`config.mk`:
```
export PLATFORM = sky130hd
export DESIGN_NAME = key_decoder
export DESIGN_NICKNAME = d
export VERILOG_FILES = /design/src/rtl/hangman_pkg.sv /design/src/rtl/ps2_letter_map.sv /design/src/rtl/key_decoder.sv
export SDC_FILE = /design/constraint.sdc
export NUM_CORES = 1
export LEC_CHECK = 0
export CAP_MARGIN = 20
export CORE_UTILIZATION = 39
export CTS_CLUSTER_SIZE = 40
export DETAILED_ROUTE_END_ITERATION = 8
export GPL_TIMING_DRIVEN = 0
export SLEW_MARGIN = 10
export SYNTH_ARGS = -nofsm -noshare
export SYNTH_HDL_FRONTEND = slang
export SYNTH_HIERARCHICAL = 1
export SYNTH_SLANG_ARGS = --single-unit
```
`constraint.sdc`:
```
create_clock -name clk -period 2.63 [get_ports clk]
set_input_delay 0.3945 -clock clk [delete_from_list [all_inputs] [get_ports clk]]
set_output_delay 0.3945 -clock clk [all_outputs]
set_load 0.1 [all_outputs]
```
`src/rtl/hangman_pkg.sv`:
```
// Shared definitions for the hangman keyboard front end: decoder FSM
// states, PS/2 set-2 control bytes and command encodings.
package hangman_pkg;

   // Decoder FSM states: idle, after F0, after E0, after E0 F0.
   typedef enum logic [1:0] {
      ST_IDLE    = 2'd0,
      ST_BRK     = 2'd1,
      ST_EXT     = 2'd2,
      ST_EXT_BRK = 2'd3
   } kd_state_e;

   localparam logic [7:0] SC_BREAK = 8'hF0;
   localparam logic [7:0] SC_EXT   = 8'hE0;
   localparam logic [7:0] SC_ENTER = 8'h5A;

   // Command index for Enter; letters occupy 0..25.
   localparam logic [4:0] CMD_START = 5'd26;

   localparam int unsigned NUM_LETTERS = 26;

endpackage : hangman_pkg

```
`src/rtl/ps2_letter_map.sv`:
```
// Purely combinational lookup from a PS/2 set-2 make code to a game
// command index: A..Z -> 0..25, Enter -> 26. hit_o flags a mapped code.
module ps2_letter_map
   import hangman_pkg::*;
(
   input  logic [7:0] code_i,
   output logic [4:0] idx_o,
   output logic       hit_o
);

   // Decode table; anything not listed is an unmapped key.
   always_comb begin
      idx_o = 5'd0;
      hit_o = 1'b1;
      case (code_i)
         8'h1C:    idx_o = 5'd0;   // A
         8'h32:    idx_o = 5'd1;   // B
         8'h21:    idx_o = 5'd2;   // C
         8'h23:    idx_o = 5'd3;   // D
         8'h24:    idx_o = 5'd4;   // E
         8'h2B:    idx_o = 5'd5;   // F
         8'h34:    idx_o = 5'd6;   // G
         8'h33:    idx_o = 5'd7;   // H
         8'h43:    idx_o = 5'd8;   // I
         8'h3B:    idx_o = 5'd9;   // J
         8'h42:    idx_o = 5'd10;  // K
         8'h4B:    idx_o = 5'd11;  // L
         8'h3A:    idx_o = 5'd12;  // M
         8'h31:    idx_o = 5'd13;  // N
         8'h44:    idx_o = 5'd14;  // O
         8'h4D:    idx_o = 5'd15;  // P
         8'h15:    idx_o = 5'd16;  // Q
         8'h2D:    idx_o = 5'd17;  // R
         8'h1B:    idx_o = 5'd18;  // S
         8'h2C:    idx_o = 5'd19;  // T
         8'h3C:    idx_o = 5'd20;  // U
         8'h2A:    idx_o = 5'd21;  // V
         8'h1D:    idx_o = 5'd22;  // W
         8'h22:    idx_o = 5'd23;  // X
         8'h35:    idx_o = 5'd24;  // Y
         8'h1A:    idx_o = 5'd25;  // Z
         SC_ENTER: idx_o = CMD_START;
         default: begin
            idx_o = 5'd0;
            hit_o = 1'b0;
         end
      endcase
   end

endmodule : ps2_letter_map

```
`src/rtl/key_decoder.sv`:
```
// PS/2 scan-code stream to guess-command decoder. Filters break codes,
// extended-key sequences, typematic repeats and stalled prefixes so that
// each physical key press yields at most one registered load pulse.
// Optional feature macro: GUESS_LOCK_EN -- suppresses letters already
// guessed since the last start command.
module key_decoder
   import hangman_pkg::*;
#(
   parameter int unsigned TIMEOUT = 100000
)
(
   input  logic       clk,
   input  logic       resetn,
   input  logic       scan_valid,
   input  logic [7:0] scan_code,
   output logic       load,
   output logic [4:0] load_x,
   output logic       key_held
);

   localparam int CNT_W = (TIMEOUT > 2) ? $clog2(TIMEOUT) : 1;
   localparam logic [CNT_W-1:0] TMO_LAST = CNT_W'(TIMEOUT - 1);
   localparam logic [CNT_W-1:0] CNT_ONE  = CNT_W'(1);

   kd_state_e        state_q, state_d;
   logic [CNT_W-1:0] cnt_q, cnt_d;
   logic [7:0]       held_code_q, held_code_d;
   logic             key_held_q, key_held_d;
   logic             load_q, load_d;
   logic [4:0]       load_x_q, load_x_d;

   logic [4:0]       map_idx_s;
   logic             map_hit_s;
   logic             tmo_hit_s;
   logic             is_prefix_s;
   logic             make_s;
   logic             brk_s;
   logic             repeat_s;
   logic             locked_s;

   ps2_letter_map u_map (
      .code_i (scan_code),
      .idx_o  (map_idx_s),
      .hit_o  (map_hit_s)
   );

   assign tmo_hit_s   = (state_q != ST_IDLE) && (cnt_q == TMO_LAST);
   assign is_prefix_s = (scan_code == SC_BREAK) || (scan_code == SC_EXT);
   assign make_s      = scan_valid && (state_q == ST_IDLE) && !is_prefix_s;
   assign brk_s       = scan_valid && (state_q == ST_BRK);
   assign repeat_s    = key_held_q && (scan_code == held_code_q);

`ifdef GUESS_LOCK_EN
   logic [NUM_LETTERS-1:0] used_q, used_d;
   logic [NUM_LETTERS-1:0] letter_bit_s;

   // One-hot of the mapped letter; Enter (26) shifts out to all zeros.
   assign letter_bit_s = 26'd1 << map_idx_s;
   assign locked_s     = |(used_q & letter_bit_s);

   // Guessed-letter mask register.
   always_ff @(posedge clk or negedge resetn) begin
      if (!resetn) begin
         used_q <= 26'd0;
      end else begin
         used_q <= used_d;
      end
   end
`else
   assign locked_s = 1'b0;
`endif

   // FSM state register.
   always_ff @(posedge clk or negedge resetn) begin
      if (!resetn) begin
         state_q <= ST_IDLE;
      end else begin
         state_q <= state_d;
      end
   end

   // Next-state logic: a received byte always takes priority over expiry.
   always_comb begin
      state_d = state_q;
      if (scan_valid) begin
         case (state_q)
            ST_IDLE: begin
               if (scan_code == SC_BREAK) begin
                  state_d = ST_BRK;
               end else if (scan_code == SC_EXT) begin
                  state_d = ST_EXT;
               end else begin
                  state_d = ST_IDLE;
               end
            end
            ST_BRK:  state_d = ST_IDLE;
            ST_EXT: begin
               if (scan_code == SC_BREAK) begin
                  state_d = ST_EXT_BRK;
               end else begin
                  state_d = ST_IDLE;
               end
            end
            ST_EXT_BRK: state_d = ST_IDLE;
            default:    state_d = ST_IDLE;
         endcase
      end else if (tmo_hit_s) begin
         state_d = ST_IDLE;
      end else begin
         state_d = state_q;
      end
   end

   // Prefix timeout counter: runs only while waiting in a prefix state and
   // saturates at its terminal value instead of wrapping.
   always_comb begin
      cnt_d = cnt_q;
      if (scan_valid || (state_q == ST_IDLE)) begin
         cnt_d = '0;
      end else if (cnt_q == TMO_LAST) begin
         cnt_d = cnt_q;
      end else begin
         cnt_d = cnt_q + CNT_ONE;
      end
   end

   // Output/datapath logic: make, repeat and break handling.
   always_comb begin
      load_d      = 1'b0;
      load_x_d    = load_x_q;
      held_code_d = held_code_q;
      key_held_d  = key_held_q;
`ifdef GUESS_LOCK_EN
      used_d      = used_q;
`endif
      if (make_s) begin
         if (repeat_s) begin
            key_held_d = key_held_q;
         end else begin
            held_code_d = scan_code;
            key_held_d  = 1'b1;
            if (map_hit_s && !locked_s) begin
               load_d   = 1'b1;
               load_x_d = map_idx_s;
`ifdef GUESS_LOCK_EN
               if (map_idx_s == CMD_START) begin
                  used_d = 26'd0;
               end else begin
                  used_d = used_q | letter_bit_s;
               end
`endif
            end else begin
               load_d = 1'b0;
            end
         end
      end else if (brk_s) begin
         if (scan_code == held_code_q) begin
            key_held_d = 1'b0;
         end else begin
            key_held_d = key_held_q;
         end
      end else begin
         load_d = 1'b0;
      end
   end

   // Registered outputs, hold tracking and timeout counter.
   always_ff @(posedge clk or negedge resetn) begin
      if (!resetn) begin
         cnt_q       <= '0;
         held_code_q <= 8'h00;
         key_held_q  <= 1'b0;
         load_q      <= 1'b0;
         load_x_q    <= 5'd0;
      end else begin
         cnt_q       <= cnt_d;
         held_code_q <= held_code_d;
         key_held_q  <= key_held_d;
         load_q      <= load_d;
         load_x_q    <= load_x_d;
      end
   end

   assign load     = load_q;
   assign load_x   = load_x_q;
   assign key_held = key_held_q;

endmodule : key_decoder

```
==> flow_metrics.py <==
metrics = {
    "outcome": {
        "status": "finished clean",
    },
    "clock_tree": {
        "clk_path_buf_depth": 2,
        "cts-root-buf": "clkbuf_8",
        "h-tree-depth": 2,
        "clock_sinks": 34,
        "tritoncts": "built",
        "clkTransAtPathRegs_ps": 80,
        "hold_buffers": 0,
        "postCtsSetupBuffers": 0,
        "clock_latency_ps": 280,
        "cts_buffers": 5,
    },
    "setup_path": {
        "path_common_cell": "nand3_1",
        "r2r-end": "cnt_q[5]",
        "path_class": "input port to register",
        "r2r_slack_ps": 870,
        "cp_slowest_stage_delay_ps": 560,
        "reg2reg_depth": 6,
        "crit_path_end_kind": "register",
        "worstPathRequired_ps": 2850,
        "startpoint_type": "input port",
        "r2r_start": "cnt_q[0]",
        "cp_slowest_cell": "clkdlybuf4s50_1",
        "cp_cell_sequence": "clkdlybuf4s50_1 -> buf_2 -> nand2b_1 -> o32ai_1 -> nand3_1 -> o311a_1 -> nand4_1 -> nor2b_4 -> nand2_1 -> mux2_1 -> nand3_1",
        "crit_path_max_fanout": 9,
        "arrival_ps": 2750,
    },
    "global_route": {
        "grt_usage_pct": 17.6,
        "grt_overflow": 0,
        "grt_pass1_vias": 2104,
        "grt_pass1_wl_mm": 10.1,
        "antenna_found_initial": 0,
        "grt_start_max_net_pins": 35,
    },
    "drt": {
        "drtIter0Drc": 96,
        "num_vias": 2227,
        "firstDrtPassIters": 4,
        "routedWlPerCell_um": 15.6,
        "drc": 0,
        "ant_nets": 0,
        "vias_per_cell": 5.75,
        "drt_wl_total_mm": 6.05,
    },
    "yosys": {
        "syn-num-nets": 297,
        "synth_commonest_cells": "dfrtp_1 (34), nand2_1 (29), nor2_1 (19)",
        "synthesis.area_um2": 2580,
        "synthCells": 285,
        "synth.top_cell.area_share_pct": 33.0,
        "syn_avg_cell_area_um2": 9.05,
        "synthDistinctLibCells": 68,
        "synth_area_leaders": "dfrtp_1 (33%), xnor2_1 (5.1%), mux2_4 (4.7%)",
        "yosysTopAreaCell": "dfrtp_1",
        "ys.warnings.count": 6,
        "ys.flop_type": "dfrtp_1",
        "synth.yosys.seq_area_share_pct": 33.0,
        "synthArstFlopShare_pct": 100,
        "ys_seq_elements": 34,
        "synth_edf_count": 0,
        "synth.most_common_cell": "dfrtp_1",
    },
    "floorplan": {
        "die_area_um2": 6940,
        "boundaryPins": 18,
        "die_w_um": 83.3,
        "coreArea_um2": 6350,
        "num_rows": 29,
        "die_h_um": 83.3,
        "start_util_pct": 40.6,
    },
    "final_layout": {
        "drive_gt1_share_pct": 15.8,
        "stdcell_count": 387,
        "n_antenna_cell": 0,
        "area.growth.synth_to_final_pct": 14.6,
        "fin_nets": 321,
    },
    "timing": {
        "hold_viol": 0,
        "worstMarginPinSlew_ps": 973,
        "rsz0062_at_grt": "false",
        "report.final.slew_viol_count": 0,
        "fmax_ghz": 0.395,
        "fin_tns_setup_ps": 0,
        "max-slew-margin-rel_pct": 35.0,
        "clock_skew_ps": 6.47,
        "min_period_ps": 2530,
        "post-route-period-util_pct": 96.2,
        "setup_viol": 0,
    },
    "pwr": {
        "vdd_drop_max_mv": 0.206,
        "p_leak_nw": 1.22,
        "p_per_area_nw_per_um2": 431,
    },
    "placed_design": {
        "dp_cells": 379,
        "routabilityCongestion": 0.944,
        "port_buffers": 17,
        "dp_hpwl_mm": 4.28,
    },
    "hold_path": {
        "hold_class": "input port to asynchronous set/reset pin",
    },
    "run": {
        "max_cap_viol_count": 0,
    },
}
==> per-stage QoR <==
step | utilization [%] | total power [mW] | instance area, um^2 | hold slack, ps | setup WS [ps]
after floorplan | - | 0.785 | 2580 | 98.9 | 508
after global placement | 44.8 | 0.871 | 2850 | 519 | -418
after detailed placement | 44.7 | 0.872 | 2840 | 516 | -391
after CTS | 46.2 | 1.29 | 2940 | 220 | 55.6
after global routing | 46.5 | 1.33 | 2960 | 267 | 8.16
final | 46.5 | 1.27 | 2960 | 187 | 101
==> worst max-delay path, delay by kind of cell <==
| family | cells | cell delay, ps |
|---|---|---|
| compound gates | 2 | 470 |
| buf+inv | 2 | 770 |
| simple gates | 6 | 810 |
| mux | 1 | 300 |
==> worst max-delay path by stage <==
| stage | slack (ps) | cells past startpoint | from | end |
|---|---|---|---|---|
| 6_report | 100 | 11 | scan_code[3] | load_x[0] |
| 5_1_grt | 8 | 11 | scan_code[3] | load_x[0] |
| 4_1_cts | 60 | 10 | scan_code[5] | load_x[0] |
| 3_5_place_dp | -390 | 11 | scan_code[4] | load_x[1] |
| 3_3_place_gp | -420 | 11 | scan_code[4] | load_x[1] |
| 2_1_floorplan | 510 | 5 | key_held | held_code_q[0] |
==> cell usage in the layout, fill, tap and decap left out, drive strengths merged, types with 7 or more instances in the layout <==
master,netlist,final
xnor2,15,15
clkbuf,6,12
buf,14,15
a21oi,11,11
nand4,10,10
inv,9,9
nand2b,7,7
clkdlybuf4s50,0,11
o21ai,10,10
mux2,13,13
nand3,10,10
nor2,20,20
nor3,12,12
nand2,29,29
dfrtp,34,34
==> sequential cells by signal, indices dropped and copies added, names as in the netlist <==
register and cells:
key_held 1, cnt_q 17, load 1, held_code_q 8, state_q 2, load_x 5
==> repair_timing <==
action / CTS / global route
endpoints found under the hold margin: 0 / 0
gates resized for setup: 2 / 8
setup endpoints to repair: 5 / 5
==> cells by family (layout without fill, tap and decap cells) <==
kind of cell | after synthesis | in the layout | synth area share (%)
DFF | 34 | 34 | 33.0
buffers and inverters | 29 | 54 | 6.36
AOI/OAI and AO/OA | 63 | 63 | 18.4
and+or+nand+nor | 126 | 126 | 28.3
adders and majority gates | 1 | 1 | 0.485
muxes | 15 | 15 | 7.62
xor gates and xnor gates | 17 | 17 | 5.77
==> metal layers <==
metal  part of all wire, %  track usage (%)  up-vias
met2                    47             30.1       37
met4                   1.2             4.86        0
met5                     0                0        -
li1                      -                -     1100
met1                    49             23.3     1082
met3                   2.4             2.29        8
==> cell type report <==
class / instances / area [um^2]
fillers: 618 / 3390
multi-input cells: 222 / 1570
flip-flops and latches: 34 / 851
repair buffers: 17 / 174
plain buffers: 20 / 131
well taps: 77 / 96.3
clock buffers: 6 / 82.6
inverters: 9 / 33.8
clock inverters: 2 / 12.5
==> report_power, final <==
part           switching [mW]  leakage [nW]  internal, mW
logic                   0.183         0.740         0.118
registers              0.0169         0.429         0.544
clock network           0.201        0.0472         0.211
Power figures use the tool's default switching activity.
